**src/rtl/div_unit_pkg.sv**
```systemverilog
// Shared definitions for the multi-cycle DIV/DIVU unit: state encodings and default widths.
package div_unit_pkg;

  localparam int unsigned DIV_WIDTH = 32;
  localparam int unsigned DIV_CNT_W = 6;

  typedef enum logic [1:0] {
    DIV_IDLE = 2'b00,
    DIV_ON   = 2'b01,
    DIV_END  = 2'b10,
    DIV_ZERO = 2'b11
  } div_state_e;

endpackage : div_unit_pkg

```
**src/rtl/div_unit.sv**
```systemverilog
// Radix-2 restoring divider for MIPS DIV/DIVU; one quotient bit per cycle,
// result = {remainder, quotient} with the remainder taking the dividend's sign.
module div_unit
  import div_unit_pkg::*;
#(
  parameter int unsigned WIDTH = DIV_WIDTH,
  parameter int unsigned CNT_W = DIV_CNT_W
) (
  input  logic               clk,
  input  logic               resetn,
  input  logic [WIDTH-1:0]   a,
  input  logic [WIDTH-1:0]   b,
  input  logic               start,
  input  logic               hassign,
  input  logic               annul,
  output logic               busy,
  output logic               done,
  output logic [2*WIDTH-1:0] result
);

  function automatic logic [WIDTH-1:0] neg(input logic [WIDTH-1:0] x);
    return ~x + WIDTH'(1);
  endfunction

  div_state_e         state, state_nxt;
  logic [WIDTH-1:0]   rem, rem_nxt;
  logic [WIDTH-1:0]   quo, quo_nxt;
  logic [WIDTH-1:0]   bmag, bmag_nxt;
  logic               sign_a, sign_a_nxt;
  logic               sign_b, sign_b_nxt;
  logic [CNT_W-1:0]   cnt, cnt_nxt;
  logic               busy_nxt;
  logic               done_nxt;
  logic [2*WIDTH-1:0] result_nxt;
  logic [WIDTH:0]     trial;

  // State and datapath registers
  always_ff @(posedge clk or negedge resetn) begin
    if (!resetn) begin
      state  <= DIV_IDLE;
      rem    <= '0;
      quo    <= '0;
      bmag   <= '0;
      sign_a <= 1'b0;
      sign_b <= 1'b0;
      cnt    <= '0;
      busy   <= 1'b0;
      done   <= 1'b0;
      result <= '0;
    end else begin
      state  <= state_nxt;
      rem    <= rem_nxt;
      quo    <= quo_nxt;
      bmag   <= bmag_nxt;
      sign_a <= sign_a_nxt;
      sign_b <= sign_b_nxt;
      cnt    <= cnt_nxt;
      busy   <= busy_nxt;
      done   <= done_nxt;
      result <= result_nxt;
    end
  end

  // Next-state, iteration step and sign fix-up
  always_comb begin
    state_nxt  = state;
    rem_nxt    = rem;
    quo_nxt    = quo;
    bmag_nxt   = bmag;
    sign_a_nxt = sign_a;
    sign_b_nxt = sign_b;
    cnt_nxt    = cnt;
    done_nxt   = 1'b0;
    result_nxt = result;
    trial      = {rem, quo[WIDTH-1]} - {1'b0, bmag};

    if (annul) begin
      state_nxt = DIV_IDLE;
    end else begin
      case (state)
        DIV_IDLE: begin
          if (start) begin
            sign_a_nxt = hassign & a[WIDTH-1];
            sign_b_nxt = hassign & b[WIDTH-1];
            quo_nxt    = sign_a_nxt ? neg(a) : a;
            bmag_nxt   = sign_b_nxt ? neg(b) : b;
            rem_nxt    = '0;
            cnt_nxt    = '0;
            state_nxt  = (b == '0) ? DIV_ZERO : DIV_ON;
          end
        end
        DIV_ON: begin
          // Restore by keeping the shifted remainder when the trial goes negative
          if (!trial[WIDTH]) begin
            rem_nxt = trial[WIDTH-1:0];
            quo_nxt = {quo[WIDTH-2:0], 1'b1};
          end else begin
            rem_nxt = {rem[WIDTH-2:0], quo[WIDTH-1]};
            quo_nxt = {quo[WIDTH-2:0], 1'b0};
          end
          cnt_nxt = cnt + CNT_W'(1);
          if (cnt == CNT_W'(WIDTH - 1)) begin
            state_nxt = DIV_END;
          end
        end
        DIV_END: begin
          done_nxt   = 1'b1;
          result_nxt = {(sign_a ? neg(rem) : rem),
                        ((sign_a ^ sign_b) ? neg(quo) : quo)};
          state_nxt  = DIV_IDLE;
        end
        DIV_ZERO: begin
          done_nxt   = 1'b1;
          result_nxt = '0;
          state_nxt  = DIV_IDLE;
        end
        default: state_nxt = DIV_IDLE;
      endcase
    end

    // busy stays up through the done cycle so the stall covers the HI/LO write
    busy_nxt = (state_nxt != DIV_IDLE) | done_nxt;
  end

endmodule : div_unit
```
**config.mk**
```make
export PLATFORM = sky130hd
export DESIGN_NAME = div_unit
export DESIGN_NICKNAME = d
export VERILOG_FILES = /design/src/rtl/div_unit_pkg.sv /design/src/rtl/div_unit.sv
export SDC_FILE = /design/constraint.sdc
export NUM_CORES = 1
export LEC_CHECK = 0
export BUFFER_PORTS_ARGS = -buffer_cell sky130_fd_sc_hd__buf_2
export CAP_MARGIN = 20
export CELL_PAD_IN_SITES_DETAIL_PLACEMENT = 0
export CELL_PAD_IN_SITES_GLOBAL_PLACEMENT = 1
export CORE_ASPECT_RATIO = 1.25
export CORE_MARGIN = 10
export CORE_UTILIZATION = 30
export DETAILED_ROUTE_END_ITERATION = 8
export GPL_TIMING_DRIVEN = 0
export PLACE_DENSITY = 0.7
export SYNTH_ARGS = -nofsm -noshare
export SYNTH_HDL_FRONTEND = slang
export SYNTH_SLANG_ARGS = --single-unit
```
**constraint.sdc**
```tcl
create_clock -name clk -period 7.6 [get_ports clk]
set_clock_uncertainty 0.05 [all_clocks]
set_input_delay 2.28 -clock clk [delete_from_list [all_inputs] [get_ports clk]]
set_output_delay 2.28 -clock clk [all_outputs]
set_load 0.005 [all_outputs]
```
==> impl_results.md <==
* Setup WS post-layout at 2.88 ns
* Final setup fails at 0
* Measured slew at the worst slew-check pin at 0.796 ns
* Routed Antenna Nets at 0
* Syn Std Cell Area at 11100 um^2
* Final setup TNS at 0 ns
* Number of DRC markers in iteration 0 at 525
* Postcts setup bufs at 0
* Critical R2R Capture: rem[11]
* Hold Crit Class: reg2reg
* CTS tree: built
* Post-synthesis sequential area ratio at 38.6%
* Min Tclk post-route at 4.72 ns
* Slowest stage delay, CP at 0.57 ns
* Compound-cell area share of the yosys netlist at 20.8%
* Die ar. at 45300 um^2
* Clock Pin Slew Worst Setup and Hold Paths at 0.07 ns
* # fillers at 3891
* Synth area leader: dfrtp_1
* Largest cells by area after synthesis: dfrtp_1 39%, o21ai_0 8.9%, nand2_1 7.2%
* Relative slew slack at 46.9%
* Yosys reg bits at 172
* Die Y at 235 um
* # clock sinks at 172
* Synth top area share at 38.6%
* Largest net degree at the start of global routing at 105
* CTS root buffer: clkbuf_16
* RSZ-0062 raised after global routing: no
* Worst-Skew Late Latency at 0.44 ns
* Power density of the placed cells at 317 nW/um^2
* CP max stage cell: or4_1
* Drt drc at 0
* CTS Hold Buffers Added at 0
* Post-synthesis xor/xnor area fraction at 11.4%
* Number of global-route vias before repair at 9788
* Worst Path Arrival at 4.96 ns
* Routability cong. at 0.886
* Total CTS buffers at 17
* Clock Tree Buf Depth at 2
* Simple-gate portion of the synthesized area at 18.2%
* Final hold violation count at 0
* Synth Warn # at 0
* Row cnt at 78
* GRT Resource Usage Total at 15.0%
* Gr ovfl total at 0
* Worst-path cell chain: buf_2 > or4_1 > nor3_1 > nand2_1 > or3_1 > or3_1 > nor4_2 > a21oi_1 > xnor2_1 > o21ai_0
* Worst-case reg-to-reg path depth at 13
* CP startpoint: b[9]
* Starting density of the core at 30.5%
* Netlist cell types at 63
* RR Startpoint: rem[0]
* Largest family of logic cells by synthesized area: compound AO/OA/AOI/OAI gates
* Kind of end point of the critical path: flop
* Avg WL per Cell at 17.1 um
* Final period utilization at 62.1%
* Number of cells upsized or downsized after cts at 0
* Async set-reset flop share out of synthesis at 100%
* TritonRoute pass-1 iters at 5
* IO buf count at 134
* Antenna violations before repair at 2
* Critical path type: in2reg
* Worst setup path endpoint: bmag[28]
* Layout net count at 1604
* Post-DR vias/cell at 4.90
* Flop-to-flop setup slack at 3.73 ns
* Die W at 192 um
* First-pass GRT wire length at 54100 um
* Io pins at 135
* Hold depth at 2
* Pre-CTS WS at 2.38 ns
* Cell mode on critical path: or3_1
* Worst-path maximum fanout at 4
* Final wirelength at 34100 um
* Peak supply drop at 0.179 mV
* Post-synth EDFFs at 0
* Syn-to-layout area delta at 17.1%
* Post-synthesis average cell area at 8.30 um^2
* MaxCap Viol Count at 0
* Via count at 9753
* CP Data Required Time at 7.84 ns
* Mux share of post-synthesis cell area at 2.43%
* Final Max Tran Viols at 0
* Leakage power at 5.84 nW
* Peak Freq at 212 MHz
* Crit start category: input port
* Synth Flop Type: dfrtp_1
* Adder-cell share of the synthesized area at 4.34%
* Ratio of cells with drive above 1 in the final layout at 12.7%
* Post-DP HPWL at 27800 um
* H-tree depth at 4
* Mapped Cells at 1342
* Syn_nets at 1449
* Core Area at 36500 um^2
* Status: complete, no violations
[area by class of cell]
cell class,count,area [um^2],share of cell area [%]
Multi-Input combinational cell,1048,6370,48.9
Sequential cell,172,4300,33.0
Timing Repair Buffer,136,716,5.49
Tap cell,480,601,4.61
Clock buffer,20,457,3.50
Buffer,70,270,2.07
Inverter,52,195,1.50
Clock inverter,12,115,0.883
Antenna cell,2,5.00,0.0384
[worst min path at each step]
stage / start / to / slack (ns)
after floorplan: bmag[10] / bmag[10] / 0.40
after global placement: result[26] / result[26] / 0.41
after detailed placement: result[0] / result[0] / 0.42
after CTS: result[28] / result[28] / 0.43
after global routing: result[36] / result[36] / 0.45
final: result[28] / result[28] / 0.43
[synth_stat cells, types with 3 or more instances]
| cell | number |
|---|---|
| nand2_1 | 215 |
| o21ai_0 | 197 |
| dfrtp_1 | 172 |
| a21oi_1 | 94 |
| nor2_1 | 86 |
| xor2_1 | 81 |
| xnor2_1 | 64 |
| clkbuf_1 | 63 |
| inv_1 | 52 |
| ha_1 | 37 |
| mux2i_1 | 27 |
| or3_1 | 22 |
| o31ai_1 | 21 |
| nand3_1 | 14 |
| nor3_1 | 14 |
| or4_1 | 14 |
| a31oi_1 | 13 |
| nand2b_1 | 13 |
| a21o_1 | 9 |
| nand4_1 | 9 |
| nor4_1 | 9 |
| o21ai_1 | 8 |
| o41ai_1 | 7 |
| o211ai_1 | 6 |
| or2_2 | 6 |
| a22o_1 | 5 |
| and2_1 | 5 |
| and3_1 | 5 |
| nand3b_1 | 5 |
| nor2b_1 | 5 |
| o21a_1 | 5 |
| o21bai_1 | 5 |
| a211oi_1 | 3 |
| a21boi_0 | 3 |
| a221o_1 | 3 |
| a2bb2oi_1 | 3 |
| a41oi_1 | 3 |
| buf_1 | 3 |
| buf_2 | 3 |
| or3_4 | 3 |
[stage by stage]
step / instance area [um^2] / util [%] / cells / hold slack [ns] / power (W)
floorplan: 11100 / - / 1342 / 0.400 / 0.00279
global placement: 12400 / 34.0 / 1956 / 0.413 / 0.00328
detailed placement: 12500 / 34.1 / 1958 / 0.417 / 0.00330
CTS: 13000 / 35.7 / 1990 / 0.434 / 0.00416
global route: 13000 / 35.7 / 1992 / 0.449 / 0.00448
finish: 13000 / 35.7 / 1992 / 0.427 / 0.00414
[metal layers]
layer | part of all wire (%) | wire length, um | track usage, %
met2 | 51 | 17600 | 26.8
met5 | 0 | 0 | 0
met4 | 1.7 | 578 | 4.29
met1 | 43 | 14600 | 18.0
met3 | 4.0 | 1380 | 2.40
[layout by cell type, fill, tap and decap left out, types with 6 or more instances in the layout]
cell type | Yosys | routed
nand2_1 | 215 | 215
or4_1 | 14 | 14
o41ai_1 | 7 | 7
nand2b_1 | 13 | 13
nand3_1 | 14 | 14
dfrtp_1 | 172 | 172
nand4_1 | 9 | 9
or3_1 | 22 | 22
clkbuf_1 | 63 | 64
mux2i_1 | 27 | 27
o211ai_1 | 6 | 6
ha_1 | 37 | 37
nor2_1 | 86 | 86
nor4_1 | 9 | 9
o21ai_1 | 8 | 8
a21o_1 | 9 | 9
xnor2_1 | 64 | 64
xor2_1 | 81 | 81
a21oi_1 | 94 | 94
nor3_1 | 14 | 14
o21ai_0 | 197 | 197
a31oi_1 | 13 | 13
o31ai_1 | 21 | 21
or2_2 | 6 | 6
inv_1 | 52 | 52
clkbuf_16 | 0 | 17
buf_2 | 3 | 136
[state kept, by name, indices dropped and copies added (netlist names)]
signal	flops
bmag	32
busy	1
cnt	6
done	1
quo	32
rem	32
result	64
sign_a	1
sign_b	1
state	2
[report_power, final]
part / total (W) / internal, W / switching [W]
sequential: 0.00129 / 0.00106 / 0.000228
combinational: 0.00199 / 0.000861 / 0.00113
clock: 0.000854 / 0.000471 / 0.000383
total: 0.00414 / 0.00239 / 0.00174
[critical path: cells and delay by family]
kind,cells,cell delay [ns]
simple gates,6,2.15
xor+xnor,1,0.16
buf+inv,1,0.11
compound gates,2,0.26
[cells by family after synthesis]
| group | after synthesis |
|---|---|
| xor+xnor | 145 |
| mux | 27 |
| simple gates | 438 |
| flops | 172 |
| buf+inv | 122 |
| fa+ha+maj | 38 |
| compound gates | 400 |
Note: power is estimated with default switching activity, not from simulation.
